<file path="src/rtl/display_pkg.sv">
// Shared constants, types and helpers for the multiplexed 7-segment display path.
// Glyphs are active-high {g,f,e,d,c,b,a}. Any panel polarity inversion happens at
// the display top level.
package display_pkg;

   localparam int unsigned NUM_DIGITS = 4;
   localparam int unsigned BCD_W      = 4;
   localparam int unsigned SEG_W      = 7;
   localparam int unsigned IDX_W      = 2;
   localparam int unsigned BUS_W      = NUM_DIGITS * BCD_W;

   localparam logic [SEG_W-1:0] SEG_0    = 7'h3F;
   localparam logic [SEG_W-1:0] SEG_1    = 7'h06;
   localparam logic [SEG_W-1:0] SEG_2    = 7'h5B;
   localparam logic [SEG_W-1:0] SEG_3    = 7'h4F;
   localparam logic [SEG_W-1:0] SEG_4    = 7'h66;
   localparam logic [SEG_W-1:0] SEG_5    = 7'h6D;
   localparam logic [SEG_W-1:0] SEG_6    = 7'h7D;
   localparam logic [SEG_W-1:0] SEG_7    = 7'h07;
   localparam logic [SEG_W-1:0] SEG_8    = 7'h7F;
   localparam logic [SEG_W-1:0] SEG_9    = 7'h6F;
   localparam logic [SEG_W-1:0] SEG_DASH = 7'h40;
   localparam logic [SEG_W-1:0] SEG_OFF  = 7'h00;

   // Registered display pin payload: digit enables plus segment pattern.
   typedef struct packed {
      logic [NUM_DIGITS-1:0] an;
      logic [SEG_W-1:0]      seg;
   } disp_out_t;

   // One-hot active-high enable for a digit index.
   function automatic logic [NUM_DIGITS-1:0] digit_onehot(input logic [IDX_W-1:0] idx);
      return NUM_DIGITS'(1) << idx;
   endfunction

   // Select nibble idx of a packed BCD word. Nibble 0 is the units digit.
   function automatic logic [BCD_W-1:0] get_nibble(input logic [BUS_W-1:0] word,
                                                   input logic [IDX_W-1:0] idx);
      logic [BCD_W-1:0] nib;
      case (idx)
         2'd0:    nib = word[3:0];
         2'd1:    nib = word[7:4];
         2'd2:    nib = word[11:8];
         default: nib = word[15:12];
      endcase
      return nib;
   endfunction

endpackage

</file>
<file path="src/rtl/module_seg7_decoder.sv">
// BCD nibble to active-high 7-segment glyph. Combinational.
// Ports:
//   nibble  - 4-bit digit value; 10..15 render as a dash
//   blank   - forces all segments off
//   glyph_c - active-high segments {g,f,e,d,c,b,a}
module module_seg7_decoder
   import display_pkg::*;
(
   input  logic [BCD_W-1:0] nibble,
   input  logic             blank,
   output logic [SEG_W-1:0] glyph_c
);

   // Glyph lookup. A blank digit overrides every value.
   always_comb begin
      glyph_c = SEG_DASH;
      if (blank) begin
         glyph_c = SEG_OFF;
      end else begin
         case (nibble)
            4'd0:    glyph_c = SEG_0;
            4'd1:    glyph_c = SEG_1;
            4'd2:    glyph_c = SEG_2;
            4'd3:    glyph_c = SEG_3;
            4'd4:    glyph_c = SEG_4;
            4'd5:    glyph_c = SEG_5;
            4'd6:    glyph_c = SEG_6;
            4'd7:    glyph_c = SEG_7;
            4'd8:    glyph_c = SEG_8;
            4'd9:    glyph_c = SEG_9;
            default: glyph_c = SEG_DASH;
         endcase
      end
   end

endmodule

</file>
<file path="src/rtl/module_seg7_scan.sv">
// Multiplexed 4-digit 7-segment scanner. It drives one digit per refresh slot. The
// BCD word is captured once per frame, so the display never tears. Leading zeros
// can be blanked, and non-BCD nibbles render as a dash.
// Ports:
//   clk_i - system clock
//   rst_i - synchronous active-high reset
//   bcd_i - packed BCD {thousands, hundreds, tens, units}
//   seg_o - segments {g,f,e,d,c,b,a}; active-low when COMMON_ANODE=1
//   an_o  - digit enables, bit k = digit k; active-low when COMMON_ANODE=1
module module_seg7_scan
   import display_pkg::*;
#(
   parameter int unsigned REFRESH_DIV   = 27000,
   parameter int unsigned COMMON_ANODE  = 1,
   parameter int unsigned BLANK_LEADING = 1
) (
   input  logic                  clk_i,
   input  logic                  rst_i,
   input  logic [BUS_W-1:0]      bcd_i,
   output logic [SEG_W-1:0]      seg_o,
   output logic [NUM_DIGITS-1:0] an_o
);

   localparam int unsigned CNT_W = $clog2(REFRESH_DIV);

   localparam logic [CNT_W-1:0]      CNT_LAST = CNT_W'(REFRESH_DIV - 1);
   localparam logic [IDX_W-1:0]      IDX_LAST = IDX_W'(NUM_DIGITS - 1);
   localparam logic [SEG_W-1:0]      SEG_IDLE = (COMMON_ANODE != 0) ? ~SEG_OFF : SEG_OFF;
   localparam logic [NUM_DIGITS-1:0] AN_IDLE  = (COMMON_ANODE != 0) ? '1 : '0;

   logic [CNT_W-1:0]      cnt_q;
   logic [IDX_W-1:0]      idx_q;
   logic [BUS_W-1:0]      frame_q;
   disp_out_t             disp_q;

   logic                  tick_c;
   logic [NUM_DIGITS-1:0] zero_from_c;
   logic                  zero_run_c;
   logic [BCD_W-1:0]      nib_c;
   logic                  blank_c;
   logic [SEG_W-1:0]      glyph_c;
   disp_out_t             disp_c;

   // End of a digit slot.
   assign tick_c = (cnt_q == CNT_LAST);

   // zero_from_c[k] is set when nibbles k..3 of the captured frame are all zero.
   // A non-BCD nibble is nonzero here, so it never hides the digits below it.
   always_comb begin
      zero_from_c = '0;
      zero_run_c  = 1'b1;
      for (int k = NUM_DIGITS - 1; k >= 0; k--) begin
         zero_run_c     = zero_run_c & (get_nibble(frame_q, IDX_W'(k)) == '0);
         zero_from_c[k] = zero_run_c;
      end
   end

   // The units digit stays lit, so a zero value still shows a single "0".
   assign nib_c   = get_nibble(frame_q, idx_q);
   assign blank_c = (BLANK_LEADING != 0) && (idx_q != '0) && zero_from_c[idx_q];

   module_seg7_decoder u_decoder (
      .nibble  (nib_c),
      .blank   (blank_c),
      .glyph_c (glyph_c)
   );

   // Next pin value. Enable and segments change on the same edge, so the
   // display has no ghost cycle.
   always_comb begin
      disp_c.an  = digit_onehot(idx_q);
      disp_c.seg = glyph_c;
      if (COMMON_ANODE != 0) begin
         disp_c.an  = ~disp_c.an;
         disp_c.seg = ~disp_c.seg;
      end
   end

   // Prescaler, digit index and frame capture. The capture happens on the last
   // tick of a frame, so a mid-frame change waits for the next frame.
   always_ff @(posedge clk_i) begin
      if (rst_i) begin
         cnt_q   <= '0;
         idx_q   <= '0;
         frame_q <= '0;
      end else begin
         cnt_q <= tick_c ? '0 : cnt_q + CNT_W'(1);
         if (tick_c) begin
            idx_q <= idx_q + IDX_W'(1);
            if (idx_q == IDX_LAST) begin
               frame_q <= bcd_i;
            end
         end
      end
   end

   // Output register. It shows the idx/frame of the previous cycle.
   always_ff @(posedge clk_i) begin
      if (rst_i) begin
         disp_q.an  <= AN_IDLE;
         disp_q.seg <= SEG_IDLE;
      end else begin
         disp_q <= disp_c;
      end
   end

   assign seg_o = disp_q.seg;
   assign an_o  = disp_q.an;

endmodule

</file>
<file path="config.mk">
export PLATFORM = sky130hd
export DESIGN_NAME = module_seg7_scan
export DESIGN_NICKNAME = d
export VERILOG_FILES = /design/src/rtl/display_pkg.sv /design/src/rtl/module_seg7_decoder.sv /design/src/rtl/module_seg7_scan.sv
export SDC_FILE = /design/constraint.sdc
export NUM_CORES = 1
export LEC_CHECK = 0
export ABC_AREA = 1
export BUFFER_PORTS_ARGS = -buffer_cell sky130_fd_sc_hd__buf_2
export CAP_MARGIN = 20
export CORE_UTILIZATION = 62
export DETAILED_ROUTE_END_ITERATION = 6
export PLACE_DENSITY = 0.84
export SYNTH_ARGS = -nofsm -noshare
export SYNTH_HDL_FRONTEND = slang
export SYNTH_HIERARCHICAL = 1
export SYNTH_SLANG_ARGS = --single-unit
</file>
<file path="constraint.sdc">
create_clock -name clk_i -period 5.7 [get_ports clk_i]
set_input_delay 0.57 -clock clk_i [delete_from_list [all_inputs] [get_ports clk_i]]
set_output_delay 0.57 -clock clk_i [all_outputs]
set_load 0.1 [all_outputs]
</file>
======== Yosys cells after proc, flatten, opt, wreduce, memory -nomap -nowiden ========
Memories as Yosys holds them, arrays and structs flattened.
Index checks and enable logic that the tools add are counted.
storage, ports and cells
  flip-flop bits (word level) ............. 44
  latch bits .............................. 0
  memory bits (writable) .................. 0
  memory bits (read-only) ................. 112
  bits of input ports ..................... 18
  output and inout bits ................... 11
  logic and storage cells ................. 32
  memories kept ........................... 1
cells by class
  $add $sub $neg .......................... 2
  multiply operators ...................... 0
  divide/modulo/power cells ............... 0
  magnitude comparators ................... 1
  equal/unequal tests ..................... 4
  shift-type cells ........................ 1
  mux-type cells .......................... 4
  bitwise gates (word level) .............. 5
  reduce and logical (&&, ||, !) cells .... 9
memories
  memory           depth  width  rd ports  clocked after Yosys merged registers in  wr ports  line                       source
  (no name shown)  16     7      1         0                                        0         module_seg7_decoder.sv:20  case (nibble)
operator list
  kind                                                count
  logical NOT 4 bit                                   4
  adder 15 x 1 -> 15 bit, second input constant       1
  == test 15 bit, second input constant               1
  case mux 4 bit (3 select lines)                     1
  two-way mux 7 bit                                   1
  inverter 7 bit                                      1
  == test 2 bit, second input constant                2
  inverter 4 bit                                      1
  left shift 1 x 2 -> 4 bit, first input constant     1
  bitwise AND 1 bit                                   3
  < comparator 2 x 3 -> 1 bit, second input constant  1
  adder 2 x 1 -> 2 bit, second input constant         1
  binary-select mux 1 bit (select 2 bit)              1
  == test 2 x 1 -> 1 bit, second input constant       1
  logical NOT 2 bit                                   1
  AND reduction 2 bit                                 1
  nonzero test 2 bit                                  1
  OR reduction 2 bit                                  1
  logical AND 1 bit                                   1
  two-way mux 1 bit                                   1

======== Longest topological paths before layout ========
  depth in word-level cells ............... 9
  mapped depth ............................ 13
  mapped depth without buffers ............ 13

======== Modules after synthesis ========
Netlist, hierarchy kept.
modules (own cells, without submodules)
  module               instances  cells an instance  area an instance (sq um)  seq. area each (sq um)
  module_seg7_scan     1          317                2,149.6                   880.8
  module_seg7_decoder  1          37                 206.4                     0.0

======== Worst setup path after synthesis ========
OpenSTA, ideal clock, no wires.
  path type ............................... flip-flop to flip-flop
  from .................................... register idx_q[1]
  to ...................................... register disp_q, in the netlist seg_o[3]
  library setup time ...................... 129 ps
  arrival ................................. 1,908 ps
  required time ........................... 5,571 ps
  setup slack ............................. 3,663 ps
  stages on the path, launching flop included .. 14
  buffers on the path ..................... 0
  clock period less this slack ............ 2,037 ps
  cell sequence ........................... dfxtp_1 -> inv_1 -> ha_1 -> inv_1 -> o22ai_1 -> a21oi_1 -> o21ai_0 -> inv_1 -> ha_1 -> nand2_1 -> inv_1 -> nor2_1 -> nor2_1 -> nand2_1
between the ends
  longest elaborated chain between the ends .. 5
  elaborated cells between the ends (all ways) .. 11
  classes of those cells .................. 2 x eq/ne; 4 x mux; 1 x bitwise; 3 x reduce/logical; 1 x memory
RTL lines
  element                                      line                       source
  start, declared                              module_seg7_scan.sv:32     logic [IDX_W-1:0] idx_q;
  start signal, assigned                       module_seg7_scan.sv:89     idx_q <= idx_q + IDX_W'(1);
  == test 2 bit, or another cell as far along  display_pkg.sv:40          case (idx)
  case mux 4 bit (3 select lines) (*)          display_pkg.sv:40
  named net nib_c[1]                           module_seg7_scan.sv:39     logic [BCD_W-1:0] nib_c;
  memory (16 x 7 bit) (*)                      n/a
  two-way mux 7 bit (*)                        module_seg7_decoder.sv:17  if (blank) begin
  named net glyph_c[3]                         module_seg7_scan.sv:41     logic [SEG_W-1:0] glyph_c;
  inverter 7 bit (*)                           module_seg7_scan.sv:75     disp_c.seg = ~disp_c.seg;
  end signal, assigned                         module_seg7_scan.sv:103    disp_q <= disp_c;
  end, declared                                module_seg7_scan.sv:34     disp_out_t disp_q;
The timed path passes the listed nets; every way through them passes the cells marked *. The select of a mux whose other input is x is not followed.
A chain may end at the register's enable or synchronous reset.

======== Final worst setup path ========
Ends and elaborated chain as after synthesis.

==> qor.yml <==
clk_pin_slew_ns: 0.08
final_layout_size_suffix_gt1_share_pct: 14.96
drt_wl_total_um: 4350
number_of_drc_violations_after_detailed_routing: 0
grt_pass1_vias: 1824
layout.cells.most_common: "nand2_1"
grt_pass1_wl_um: 7652
vias: 2054
cts_tree: "done"
final.min_clock_period_ns: 2.430
cts_sinks: 44
post_layout_instance_area_sq_um: 2606
antenna_found_initial: 0
number_of_buffers_between_clock_root_and_the_deepest_sink: 2
effective_utilization_at_floorplan_pct: 64.35
hold_path.class: "flip-flop to flip-flop"
max_cap_viol_count: 0
total_congestion_overflow: 0
timing_max_transition_violations_final: 0
critical-path-max-stage-delay_ns: 0.45
io_buffer_count: 28
tns_ns: 0
synth-xor-area-share_pct: 2.230
min_period_over_period_pct: 42.62
outcome: "completed"
setup.worst_path.end_class: "flip-flop"
arrival_ns: 2.58
finalCoreUtilization_pct: 71.19
iteration_count_of_the_initial_detailed_routing_pass: 4
synth_compound_area_share_pct: 6.532
crit_slowest_cell: "o21ai_0"
final_cell_mix: "nand2_1, inv_1, nor2_1, dfxtp_1, buf_2"
cts_inserted_buffers: 5
synth.net_count: 383
timing.fmax_mhz: 411.6
rsz0062_at_grt: "no"
hold_buffers: 0
post-cts-setup-buffer-count: 0
synth_top_family_by_area: "simple AND/OR/NAND/NOR gates"
fillers: 305
top_cell_type_by_total_area_after_synthesis: "dfxtp_1"
timing.critical_path.from_type: "flip-flop"
ys_seq_area_share_pct: 37.39
power_total_mw: 0.5917
required_worst_endpoint_ns: 5.85
synth_top_area_share_pct: 37.39
timing.final.ws_setup_ns: 3.270
worst_path_cell_trace: "inv_1, ha_1, inv_1, o22ai_1, a21oi_1, o21ai_0, inv_1, ha_1, nand2_1, inv_1, nor2_1, nor2_1, nand2_1"
number_of_setup_violations_in_the_final_report: 0
least_margin_pin_slew_ns: 0.9038
synthesis.instances: 354
synth_area_sq_um: 2356
final_nets: 409
clock_skew_after_layout_ns: 0.006093
p_leak_nw: 1.218
initialDrtViolationCount: 138
design.die.area_sq_um: 4051
vias_per_cell: 4.788
yosys-mux-area-fraction_pct: 0
place.detailed.hpwl_um: 3144
insertedDiodeCount: 0
worstSkewPairLatency_ns: 0.30
pre_cts_slack_ns: 3.289
synth_adder_area_share_pct: 5.842
clock-root-buffer: "clkbuf_8"
chipHeight_um: 63.65
core_area_sq_um: 3661
cts.htree.levels: 2
worst_slew_margin_rel_pct: 39.11
synth_simple_gate_area_share_pct: 33.46
ys_warn_count: 6
power-per-cell-area_nw_per_um2: 227.0
critPathMostFrequentCell: "inv_1"
avgSynthCellArea_sq_um: 6.655
vdd_drop_max_uv: 160.2
area_contributors_post_synth: "dfxtp_1, nand2_1, inv_1"
ios: 29
gr-usage-all-layers_pct: 24.37
average_wire_per_standard_cell_um: 10.14
die_w_um: 63.65
placed_cell_area_sq_um: 2495
cts_repair_resize_count: 0
path_class: "flip-flop to flip-flop"
synth.ff_latch_count: 44
areaGrowthSynthToFinish_pct: 10.62
synth_cell_type_count: 28
timing_hold_violations_final: 0
drt.antenna.violating_nets: 0
gp_congestion: 0.8958
cp_max_fo: 5
grt_max_degree: 32
std_cell_rows: 22
==> power by group <==
part / total (mW) / internal, mW / switching, mW
registers: 0.313 / 0.311 / 0.00185
clock network: 0.236 / 0.130 / 0.107
logic: 0.0420 / 0.0105 / 0.0315
total: 0.592 / 0.451 / 0.140
==> sequential cells by signal, summed over array words and instances, names as in the netlist <==
register	count
an_o	4
cnt_q	15
frame_q	16
idx_q	2
seg_o	7
==> critical path, delay by kind of cell (launching register included) <==
kind | cells | cell delay [ns]
AOI/OAI and AO/OA | 3 | 0.69
adders and majority gates | 2 | 0.51
buffers and inverters | 4 | 0.49
DFF | 1 | 0.36
and+or+nand+nor | 4 | 0.24
==> path summary, 6_finish.rpt <==
path / end / slack (ns) / depth (start not counted) / startpoint
worst max-delay path: seg_o[3]$_SDFF_PP1_ / 3.27 / 13 / idx_q[1]$_SDFFE_PP0P_
worst min-delay path: cnt_q[0]$_SDFF_PP0_ / 0.45 / 1 / cnt_q[0]$_SDFF_PP0_
worst max register to register: seg_o[3]$_SDFF_PP1_ / 3.27 / 13 / idx_q[1]$_SDFFE_PP0P_
worst min register to register: cnt_q[0]$_SDFF_PP0_ / 0.45 / 1 / cnt_q[0]$_SDFF_PP0_
==> synthesized netlist by cell type <==
cell / instances
nor2_4: 1
buf_6: 3
o21ai_2: 1
o21a_1: 1
o21ai_1: 2
buf_1: 2
nand2_2: 8
buf_2: 1
inv_1: 73
o22ai_1: 4
xor2_1: 4
or2_2: 3
clkbuf_1: 2
o21bai_1: 1
buf_4: 1
inv_2: 2
a21oi_1: 11
nor2_1: 53
ha_1: 11
nand4_1: 4
nand3_1: 26
dfxtp_1: 44
xnor2_1: 2
nor2_2: 5
o21ai_0: 8
nand3_4: 1
nor3_1: 4
nand2_1: 76
==> cells by family after synthesis <==
logic type,after synthesis
AO/OA/AOI/OAI,28
XOR/XNOR,6
adder cells (fa/ha/maj),11
buffers and inverters,84
flip-flops,44
AND/OR/NAND/NOR,181
==> metrics by stage <==
step	cells	hold slack [ns]
2_1_floorplan	354	0.4175
3_3_place_gp	421	0.4305
3_5_place_dp	421	0.4455
4_1_cts	429	0.4567
5_1_grt	429	0.4893
6_report	429	0.4534
==> layer usage <==
metal / global-route usage (%) / wire, um / up-vias / share of wire (%)
met5: 0 / 0 / - / 0
li1: - / - / 1109 / -
met3: 4.891 / 166 / 7 / 3.8
met4: 12.50 / 93 / 0 / 2.1
met2: 41.22 / 2070 / 35 / 48
met1: 28.86 / 2020 / 903 / 46
==> final cells by class <==
| type | count | area [sq um] | area share (%) |
|---|---|---|---|
| clock buffers | 5 | 68.82 | 2.640 |
| clock inverters | 3 | 42.54 | 1.632 |
| inverters | 75 | 281.5 | 10.80 |
| multi-input cells | 226 | 1132 | 43.45 |
| repair buffers | 28 | 140.1 | 5.377 |
| well taps | 48 | 60.06 | 2.304 |
| flip-flops and latches | 44 | 880.8 | 33.80 |
Power figures use the tool's default switching activity.
